$ cat config.mk
export PLATFORM = sky130hd
export DESIGN_NAME = cp0_intc_nested
export DESIGN_NICKNAME = d
export VERILOG_FILES = /design/src/rtl/cp0_pkg.sv /design/src/rtl/cp0_epc_stack.sv /design/src/rtl/cp0_intc_nested.sv
export SDC_FILE = /design/constraint.sdc
export NUM_CORES = 1
export LEC_CHECK = 0
export CORE_UTILIZATION = 55
export CTS_CLUSTER_DIAMETER = 120
export DETAILED_ROUTE_END_ITERATION = 10
export PLACE_DENSITY_LB_ADDON = 0.2
export SLEW_MARGIN = 20
export SYNTH_ARGS = -nofsm -noshare
export SYNTH_HDL_FRONTEND = slang
export SYNTH_HIERARCHICAL = 1
export SYNTH_SLANG_ARGS = --single-unit
$ cat constraint.sdc
create_clock -name clk -period 15.2 [get_ports clk]
set_clock_uncertainty 0.1 [all_clocks]
set_input_delay 2.28 -clock clk [delete_from_list [all_inputs] [get_ports clk]]
set_output_delay 2.28 -clock clk [all_outputs]
set_load 0.01 [all_outputs]
$ cat src/rtl/cp0_pkg.sv
// Shared CP0 definitions: register numbers, field offsets, decoder opcodes,
// the EPC stack entry layout and the interrupt-take state encoding.
package cp0_pkg;

  localparam logic [4:0] CP0_REG_STATUS = 5'd12;
  localparam logic [4:0] CP0_REG_CAUSE  = 5'd13;
  localparam logic [4:0] CP0_REG_EPC    = 5'd14;

  localparam int CP0_IE_BIT    = 0;
  localparam int CP0_IM_BASE   = 8;
  localparam int CP0_NEST_BASE = 16;

  // Physical stack storage; NEST_DEPTH never exceeds this.
  localparam int CP0_MAX_DEPTH = 8;

  localparam logic [5:0] OPC_COP0     = 6'b010000;
  localparam logic [4:0] COP0_RS_MFC0 = 5'b00000;
  localparam logic [4:0] COP0_RS_MTC0 = 5'b00100;
  localparam logic [5:0] COP0_FN_ERET = 6'b011000;

  typedef struct packed {
    logic [31:0] epc;
    logic [2:0]  vec;
  } epc_entry_t;

  typedef enum logic {
    TAKE_ARMED = 1'b0,
    TAKE_BLANK = 1'b1
  } take_state_t;

endpackage

$ cat src/rtl/cp0_epc_stack.sv
// Hardware stack of {EPC, vector} entries for nested interrupts.
// Entry 0 keeps its contents when the stack is empty so EPC stays readable.
module cp0_epc_stack
  import cp0_pkg::*;
#(
  parameter int NEST_DEPTH = 4
) (
  input  logic        clk,
  input  logic        rst,
  input  logic        i_push,
  input  logic        i_pop,
  input  logic        i_top_we,
  input  epc_entry_t  i_push_entry,
  input  logic [31:0] i_top_epc,
  output epc_entry_t  o_top,
  output logic [3:0]  o_depth
);

  epc_entry_t r_entry [CP0_MAX_DEPTH];
  logic [3:0] r_depth;
  logic [2:0] w_top_idx;
  logic [2:0] w_push_idx;
  logic       w_push_ok;
  logic       w_pop_ok;

  assign w_top_idx  = (r_depth == 4'd0) ? 3'd0 : 3'(r_depth - 4'd1);
  assign w_push_idx = r_depth[2:0];
  assign w_push_ok  = i_push && (r_depth < 4'(NEST_DEPTH));
  assign w_pop_ok   = i_pop && (r_depth != 4'd0);

  // Top-EPC overwrite first, then push/pop; a push into an empty stack replaces entry 0 entirely.
  always_ff @(posedge clk) begin
    if (rst) begin
      r_depth <= '0;
      for (int i = 0; i < CP0_MAX_DEPTH; i++) begin
        r_entry[i] <= '0;
      end
    end else begin
      if (i_top_we) begin
        r_entry[w_top_idx].epc <= i_top_epc;
      end
      if (w_push_ok) begin
        r_entry[w_push_idx] <= i_push_entry;
        r_depth             <= r_depth + 4'd1;
      end else if (w_pop_ok) begin
        r_depth <= r_depth - 4'd1;
      end
    end
  end

  assign o_top   = r_entry[w_top_idx];
  assign o_depth = r_depth;

endmodule

$ cat src/rtl/cp0_intc_nested.sv
// Nested-priority CP0 interrupt controller: source sampling, priority encode,
// take sequencing, Status/Cause/EPC register file and the EPC stack.
// Define CP0_INTC_SYNC_EN to add a 2-flop synchroniser on every irq_src bit.
module cp0_intc_nested
  import cp0_pkg::*;
#(
  parameter int                 NUM_IRQ    = 3,
  parameter int                 NEST_DEPTH = 4,
  parameter logic [NUM_IRQ-1:0] LEVEL_MASK = '0
) (
  input  logic               clk,
  input  logic               rst,
  input  logic [NUM_IRQ-1:0] irq_src,
  input  logic [31:0]        ex_pc,
  input  logic               eret,
  input  logic               cp0_we,
  input  logic [4:0]         cp0_waddr,
  input  logic [31:0]        cp0_wdata,
  input  logic [4:0]         cp0_raddr,
  output logic [31:0]        cp0_rdata,
  output logic               int_req,
  output logic [2:0]         int_vector,
  output logic [31:0]        epc_out,
  output logic [3:0]         nest_level
);

  logic [NUM_IRQ-1:0] w_src;
  logic [NUM_IRQ-1:0] r_src_d;
  logic [NUM_IRQ-1:0] r_pend;
  logic [NUM_IRQ-1:0] r_im;
  logic [NUM_IRQ-1:0] w_active;
  logic [NUM_IRQ-1:0] w_clr;
  logic               r_ie;
  logic               r_int_req;
  logic [2:0]         r_int_vec;
  take_state_t        r_state;
  logic               w_any;
  logic [2:0]         w_h;
  logic [3:0]         w_h_plus;
  logic [3:0]         w_level;
  logic [3:0]         w_depth;
  epc_entry_t         w_top;
  epc_entry_t         w_push_entry;
  logic               w_take;
  logic               w_eret_pop;
  logic               w_sw_status;
  logic               w_sw_epc;
  logic [31:0]        w_rdata;

`ifdef CP0_INTC_SYNC_EN
  logic [NUM_IRQ-1:0] r_sync1;
  logic [NUM_IRQ-1:0] r_sync2;

  // Two-flop synchroniser for asynchronous interrupt lines.
  always_ff @(posedge clk) begin
    if (rst) begin
      r_sync1 <= '0;
      r_sync2 <= '0;
    end else begin
      r_sync1 <= irq_src;
      r_sync2 <= r_sync1;
    end
  end

  assign w_src = r_sync2;
`else
  assign w_src = irq_src;
`endif

  assign w_active     = r_pend & r_im;
  assign w_sw_status  = cp0_we && (cp0_waddr == CP0_REG_STATUS);
  assign w_sw_epc     = cp0_we && (cp0_waddr == CP0_REG_EPC);
  assign w_eret_pop   = eret && (w_depth != 4'd0);
  assign w_h_plus     = {1'b0, w_h} + 4'd1;
  assign w_level      = (w_depth == 4'd0) ? 4'd0 : ({1'b0, w_top.vec} + 4'd1);
  assign w_take       = r_ie && (r_state == TAKE_ARMED) && !eret &&
                        (w_depth < 4'(NEST_DEPTH)) && w_any && (w_h_plus > w_level);
  assign w_push_entry = '{epc: ex_pc, vec: w_h};

  // Fixed priority: the highest enabled pending index wins.
  always_comb begin
    w_any = 1'b0;
    w_h   = '0;
    for (int i = 0; i < NUM_IRQ; i++) begin
      if (w_active[i]) begin
        w_any = 1'b1;
        w_h   = 3'(i);
      end
    end
  end

  // One-hot clear of the source being taken.
  always_comb begin
    w_clr = '0;
    for (int i = 0; i < NUM_IRQ; i++) begin
      w_clr[i] = w_take && (w_h == 3'(i));
    end
  end

  // Edge sources latch on a rising sample and clear on take (a fresh edge wins); level sources follow the line.
  always_ff @(posedge clk) begin
    if (rst) begin
      r_src_d <= '0;
      r_pend  <= '0;
    end else begin
      r_src_d <= w_src;
      for (int i = 0; i < NUM_IRQ; i++) begin
        if (LEVEL_MASK[i]) begin
          r_pend[i] <= w_src[i];
        end else begin
          r_pend[i] <= (r_pend[i] & ~w_clr[i]) | (w_src[i] & ~r_src_d[i]);
        end
      end
    end
  end

  // Take sequencer: a one-cycle int_req pulse followed by a blanking cycle.
  always_ff @(posedge clk) begin
    if (rst) begin
      r_state   <= TAKE_ARMED;
      r_int_req <= 1'b0;
      r_int_vec <= '0;
    end else begin
      r_state   <= w_take ? TAKE_BLANK : TAKE_ARMED;
      r_int_req <= w_take;
      if (w_take) begin
        r_int_vec <= w_h;
      end
    end
  end

  // Status register: a software MTC0 beats the hardware IE clear on take and IE set on ERET.
  always_ff @(posedge clk) begin
    if (rst) begin
      r_ie <= 1'b0;
      r_im <= '0;
    end else if (w_sw_status) begin
      r_ie <= cp0_wdata[CP0_IE_BIT];
      r_im <= cp0_wdata[CP0_IM_BASE +: NUM_IRQ];
    end else if (w_take) begin
      r_ie <= 1'b0;
    end else if (w_eret_pop) begin
      r_ie <= 1'b1;
    end
  end

  cp0_epc_stack #(
    .NEST_DEPTH (NEST_DEPTH)
  ) u_stack (
    .clk          (clk),
    .rst          (rst),
    .i_push       (w_take),
    .i_pop        (w_eret_pop),
    .i_top_we     (w_sw_epc),
    .i_push_entry (w_push_entry),
    .i_top_epc    (cp0_wdata),
    .o_top        (w_top),
    .o_depth      (w_depth)
  );

  // MFC0 read mux; unmapped addresses and unused bits read zero.
  always_comb begin
    w_rdata = '0;
    case (cp0_raddr)
      CP0_REG_STATUS: begin
        w_rdata[CP0_IE_BIT]              = r_ie;
        w_rdata[CP0_IM_BASE +: NUM_IRQ]  = r_im;
      end
      CP0_REG_CAUSE: begin
        w_rdata[CP0_IM_BASE +: NUM_IRQ]  = r_pend;
        w_rdata[CP0_NEST_BASE +: 4]      = w_depth;
      end
      CP0_REG_EPC: begin
        w_rdata = w_top.epc;
      end
      default: begin
        w_rdata = '0;
      end
    endcase
  end

  assign cp0_rdata  = w_rdata;
  assign int_req    = r_int_req;
  assign int_vector = r_int_vec;
  assign epc_out    = w_top.epc;
  assign nest_level = w_depth;

endmodule

==> results.py, run 1 <==
metrics = {
    "timing": {
        "finalCritPeriodShare": 0.4965,
        "grt_setup_unrepaired": "false",
        "layout_min_cycle_time_ns": 7.547,
        "setup_violations": 0,
        "finalSetupTns_ns": 0,
        "final-hold-violation-count": 0,
        "max_clock_freq_ghz": 0.1325,
        "whs_ns": 0.3722,
        "slew_viol_final": 0,
        "relSlewSlack": 0.2099,
        "timing.final.ws_setup_ns": 7.653,
        "tightest_slew_ns": 1.185,
    },
    "floorplan": {
        "start_util": 0.5658,
        "core_sq_um": 27180,
        "die_h_um": 169.2,
        "dieArea_sq_um": 28630,
        "ioPinCount": 153,
        "die_x_um": 169.2,
        "rows": 60,
    },
    "placement": {
        "place_area_sq_um": 17020,
        "place_hpwl_um": 24630,
        "dp_slack_ns": 7.793,
        "io_buffers": 151,
        "dp_cells": 1722,
        "gp_congestion": 0.8008,
    },
    "finish": {
        "antenna_cells": 0,
        "fin_nets": 1470,
        "fillers": 2109,
        "final_area_sq_um": 17970,
        "drive_gt1_frac": 0.07249,
        "regArea_sq_um": 8753,
        "area_growth_pct": 16.87,
        "stdcell_count": 1779,
        "multiInputGateArea_sq_um": 6058,
        "post-route-util": 0.6613,
    },
    "grt": {
        "grt_max_degree": 77,
        "grtUsageTotal": 0.3003,
        "overflow": 0,
        "grt_pass1_wl_um": 65430,
        "antenna_found_initial": 0,
        "grt_pass1_vias": 11190,
    },
    "routing": {
        "wl_per_cell_um": 24.38,
        "dr.first_iter.drc_count": 1444,
        "vias": 11630,
        "drt-pass1-iter-count": 5,
        "vias_per_cell": 6.535,
        "drtAntennaViolNets": 0,
        "wl_um": 43370,
        "drc": 0,
    },
    "pwr": {
        "power.density_nw_per_um2": 97.54,
        "p_total_mw": 1.753,
        "ir_drop_mv": 0.05930,
        "leakagePower_nw": 6.475,
    },
    "yosys": {
        "ys_types": 59,
        "syn_avg_cell_area_sq_um": 11.96,
        "async_flop_share": 0,
        "netlist_top_cells_area": "edfxtp_1 55%, a22o_1 7.5%, and2_1 6.7%, a211oi_1 3.4%, mux2i_1 2.7%",
        "synth-seq-cells": 297,
        "synth_top_area_cell": "edfxtp_1",
        "ys_warn_count": 6,
        "synth_cells": 1286,
        "ys.flop_type": "edfxtp_1",
        "yosys.area.top_type_share": 0.5468,
        "seq_area_frac_synth": 0.5689,
        "synth_edf_count": 280,
        "netlist_area_sq_um": 15380,
    },
    "worst_setup_path": {
        "crit_path_end_kind": "output pin",
        "worst-path-max-fanout": 75,
        "worst-setup-path-type": "register to output pin",
        "critical_path_arrival_ns": 5.17,
        "start_kind": "register",
        "worstPathRequired_ns": 12.82,
    },
    "clocking": {
        "htreeDepth": 1,
        "clockBufferDepth": 3,
        "cts_hold_buffers": 0,
        "clkSinkCount": 297,
        "clock_latency_ns": 0.56,
        "ctsResizeCount": 0,
        "cts_tree": "built",
        "cts.clk_slew.worst_paths_ns": 0.06,
        "cts_made_buffers": 31,
        "cts_setup_buffers": 0,
        "clockRootBuffer": "clkbuf_16",
    },
    "status": {
        "outcome": "finished clean",
    },
    "flow_run": {
        "cap_violations": 0,
    },
    "min_path": {
        "hold_path.class": "register to register",
    },
}
==> flip-flops by register name, indices dropped and copies added (netlist names) <==
signal	cells
u_stack/r_entry	280
u_stack/o_depth	4
r_im	3
r_pend	3
r_src_d	3
int_vector	2
int_req	1
r_ie	1
==> cell usage after synthesis (36+ instances only) <==
library cell / instances
nand3_1: 39
o21ai_0: 44
and3_1: 38
nor2_1: 49
edfxtp_1: 280
a211oi_1: 70
or3_1: 37
clkbuf_1: 78
a21o_1: 37
a22o_1: 132
and2_1: 165
a311oi_1: 36
mux2i_1: 42
==> report_power, final <==
group	switching, mW	leakage, nW	internal (mW)
Clock	0.307	0.467	0.413
Combinational	0.0585	2.98	0.0418
Sequential	0.0109	3.02	0.922
==> final cells by class <==
cell class / instances / share of cell area
Sequential cell: 297 / 0.4871
Multi-Input combinational cell: 867 / 0.3371
Timing Repair Buffer: 178 / 0.09538
Clock buffer: 43 / 0.04623
Tap cell: 372 / 0.02590
Clock inverter: 14 / 0.006614
Inverter: 8 / 0.001671
==> per-layer routing <==
metal / vias up / track usage / routed length [um]
li1: 5153 / - / -
met1: 5687 / 0.4020 / 17340
met2: 677 / 0.5004 / 20790
met3: 109 / 0.04058 / 3678
met4: 0 / 0.1132 / 1563
met5: - / 0 / 0
==> critical path, stage by stage, from the launching register on <==
cell and delay [ns]:
dfxtp_4 0.52, inv_2 0.12, ha_2 0.28, or3b_4 0.39, buf_4 0.35, nand2b_1 0.52
buf_4 0.45, a311oi_1 0.18, a211oi_1 0.87, a22o_1 0.27, clkdlybuf4s50_1 0.53
==> worst paths after layout <==
path | endpoint | slack [ns] | from | cells past startpoint
worst max-delay path | cp0_rdata[16] | 7.65 | u_stack/o_depth[0] | 10
worst min-delay path | r_pend[0] | 0.37 | r_src_d[0] | 2
worst min register to register | r_pend[0] | 0.37 | r_src_d[0] | 2
worst max register to register | u_stack/r_entry[3][17] | 7.66 | u_stack/o_depth[0] | 20
==> cell families after synthesis <==
group	Yosys count	synth area share
AND/OR/NAND/NOR	426	0.1637
AO/OA/AOI/OAI	372	0.1888
flip-flops	297	0.5689
buffers and inverters	138	0.04378
multiplexers	43	0.02832
adder cells (fa/ha/maj)	6	0.004882
other	2	0.0004884
XOR/XNOR	2	0.001139
==> layout by cell type, fill, tap and decap left out, drive strengths merged, types with 3 or more instances in the layout <==
master         netlist  layout
edfxtp             280     280
and2               165     165
clkdlybuf4s50        0     151
a22o               132     132
a211oi              71      71
nor2                50      50
o21ai               44      44
clkbuf              79      43
mux2i               42      42
nand3               39      39
and3                38      38
or3                 37      37
a21o                37      37
nor3                37      37
a311oi              36      36
o211ai              35      35
buf                 51      27
conb                 2      18
dfxtp               17      17
nand2               12      12
or2                 11      11
nand2b              11      11
clkinv               0      11
inv                  8       8
a21oi                8       8
nor2b                7       7
ha                   6       6
nor3b                6       6
nor4                 3       3
(Power assumes the default switching activity.)
==> run 2: changes to the inputs <==
--- a/config.mk
+++ b/config.mk
@@ -5,7 +5,7 @@
 export SDC_FILE = /design/constraint.sdc
 export NUM_CORES = 1
 export LEC_CHECK = 0
-export CORE_UTILIZATION = 55
+export CORE_UTILIZATION = 52
 export CTS_CLUSTER_DIAMETER = 120
 export DETAILED_ROUTE_END_ITERATION = 10
 export PLACE_DENSITY_LB_ADDON = 0.2
==> constraint.sdc (replaced) <==
create_clock -name clk -period 6.8 [get_ports clk]
set_clock_uncertainty 0.1 [all_clocks]
set_input_delay 1.02 -clock clk [delete_from_list [all_inputs] [get_ports clk]]
set_output_delay 1.02 -clock clk [all_outputs]
set_load 0.01 [all_outputs]
==> run 2 against run 1 <==
Net effect: worst setup slack lost 6.9 ns; utilization shrank 3.5 points; sequential share of layout area decreased by 0.41 points; global-route usage decreased by 1.0 points; count of clock-buffer cells in the layout shrank 5; non-clock buffer count grew 11; final area grew 0.86%; flip-flop and latch count unchanged.
==> results.py, run 2 (synthesis results as in run 1) <==
metrics = {
    "timing": {
        "grt_setup_unrepaired": "false",
        "relSlewSlack": 0.2267,
        "timing.final.ws_setup_ns": 0.7877,
        "max_clock_freq_ghz": 0.1663,
        "finalCritPeriodShare": 0.8842,
        "tightest_slew_ns": 1.153,
        "slew_viol_final": 0,
        "whs_ns": 0.3775,
        "final-hold-violation-count": 0,
        "finalSetupTns_ns": 0,
        "layout_min_cycle_time_ns": 6.012,
        "setup_violations": 0,
    },
    "finish": {
        "drive_gt1_frac": 0.08110,
        "multiInputGateArea_sq_um": 6063,
        "largest_register_ffs": 280,
        "mostFrequentLayoutCells": "280 x edfxtp_1, 165 x and2_1, 151 x clkdlybuf4s50_1",
        "fillers": 2270,
        "top_register": "u_stack/r_entry",
        "regArea_sq_um": 8753,
        "fin_nets": 1481,
        "antenna_cells": 0,
        "layout_commonest_cell": "edfxtp_1",
        "post-route-util": 0.6264,
        "area_growth_pct": 17.87,
        "final_area_sq_um": 18120,
    },
    "worst_setup_path": {
        "crit_top_cell": "ha_1",
        "start_kind": "register",
        "path_cells": "inv_2 -> ha_2 -> nand2b_2 -> a21oi_4 -> a211oi_1 -> ha_1 -> nand2_1 -> ha_1 -> nor2b_1 -> o21ai_0 -> a211oi_4 -> and4b_1 -> or2_2 -> a21o_1 -> buf_4",
        "worst-setup-path-type": "register to register",
        "crit_path_end_kind": "register",
        "worstPathRequired_ns": 6.90,
        "critical_path_arrival_ns": 6.12,
        "worst-path-max-fanout": 32,
        "critPathMaxStageDelay_ns": 0.85,
        "slowest_stage": "and4b_1",
    },
    "floorplan": {
        "die_x_um": 174.0,
        "ioPinCount": 153,
        "die_h_um": 174.0,
        "start_util": 0.5314,
        "dieArea_sq_um": 30260,
        "core_sq_um": 28940,
        "rows": 62,
    },
    "grt": {
        "grtUsageTotal": 0.2902,
        "grt_pass1_vias": 11290,
        "grt_pass1_wl_um": 67420,
        "overflow": 0,
        "grt_max_degree": 65,
        "antenna_found_initial": 0,
    },
    "min_path": {
        "hold_path.class": "register to register",
    },
    "status": {
        "outcome": "finished clean",
    },
    "clocking": {
        "htreeDepth": 1,
        "ctsResizeCount": 0,
        "clkSinkCount": 297,
        "cts_tree": "built",
        "cts_made_buffers": 31,
        "cts.clk_slew.worst_paths_ns": 0.06,
        "clock_latency_ns": 0.57,
        "cts_setup_buffers": 0,
        "clockBufferDepth": 3,
        "cts_hold_buffers": 0,
        "clockRootBuffer": "clkbuf_16",
    },
    "pwr": {
        "power.density_nw_per_um2": 220.8,
        "leakagePower_nw": 6.543,
        "ir_drop_mv": 0.1980,
    },
    "routing": {
        "vias": 11720,
        "drc": 0,
        "dr.first_iter.drc_count": 1142,
        "drtAntennaViolNets": 0,
        "wl_um": 44860,
        "vias_per_cell": 6.503,
        "drt-pass1-iter-count": 6,
        "wl_per_cell_um": 24.89,
    },
    "flow_run": {
        "cap_violations": 0,
    },
    "placement": {
        "io_buffers": 151,
        "gp_congestion": 0.8483,
        "place_area_sq_um": 17120,
        "place_hpwl_um": 26510,
        "dp_slack_ns": 0.9291,
    },
}
run 2: power breakdown:
group	total, mW	leakage [nW]	internal, mW	switching (mW)
clock network	1.69	0.481	0.985	0.704
logic	0.228	3.04	0.0938	0.134
registers	2.09	3.02	2.06	0.0248
total	4.00	6.54	3.14	0.863
run 2: worst max-delay path: cells and delay by family (launching register included):
kind | cells | cell delay, ns
AOI/OAI and AO/OA | 5 | 1.82
and+or+nand+nor | 5 | 1.73
adders and majority gates | 3 | 0.89
DFF | 1 | 0.55
buffers and inverters | 2 | 0.51
run 2: per-layer routing:
layer	routed length, um	global-route usage
met5	0	0
met4	1231	0.09320
met3	4232	0.04790
met2	21090	0.4653
met1	18310	0.4037
run 2: worst paths after layout:
| path | startpoint | end | slack (ns) | cells past startpoint |
|---|---|---|---|---|
| worst max register to register | u_stack/o_depth[0] | u_stack/r_entry[0][18] | 0.79 | 15 |
| worst max-delay path | u_stack/o_depth[0] | u_stack/r_entry[0][18] | 0.79 | 15 |
| worst min-delay path | r_src_d[2] | r_pend[2] | 0.38 | 3 |
| worst min register to register | r_src_d[2] | r_pend[2] | 0.38 | 3 |
run 2: area by class of cell:
cell class,count,area share
tap,384,0.02651
sequential,297,0.4829
clock inverter,19,0.01098
multi-input combinational,867,0.3345
timing repair buffer,189,0.09913
clock buffer,38,0.04425
inverter,8,0.001657
run 2: through the flow:
stage | power (mW) | instances
2_1_floorplan | 2.197 | 1302
3_3_place_gp | 2.342 | 1745
3_5_place_dp | 2.347 | 1745
4_1_cts | 4.013 | 1802
5_1_grt | 4.095 | 1802
6_report | 4.002 | 1802
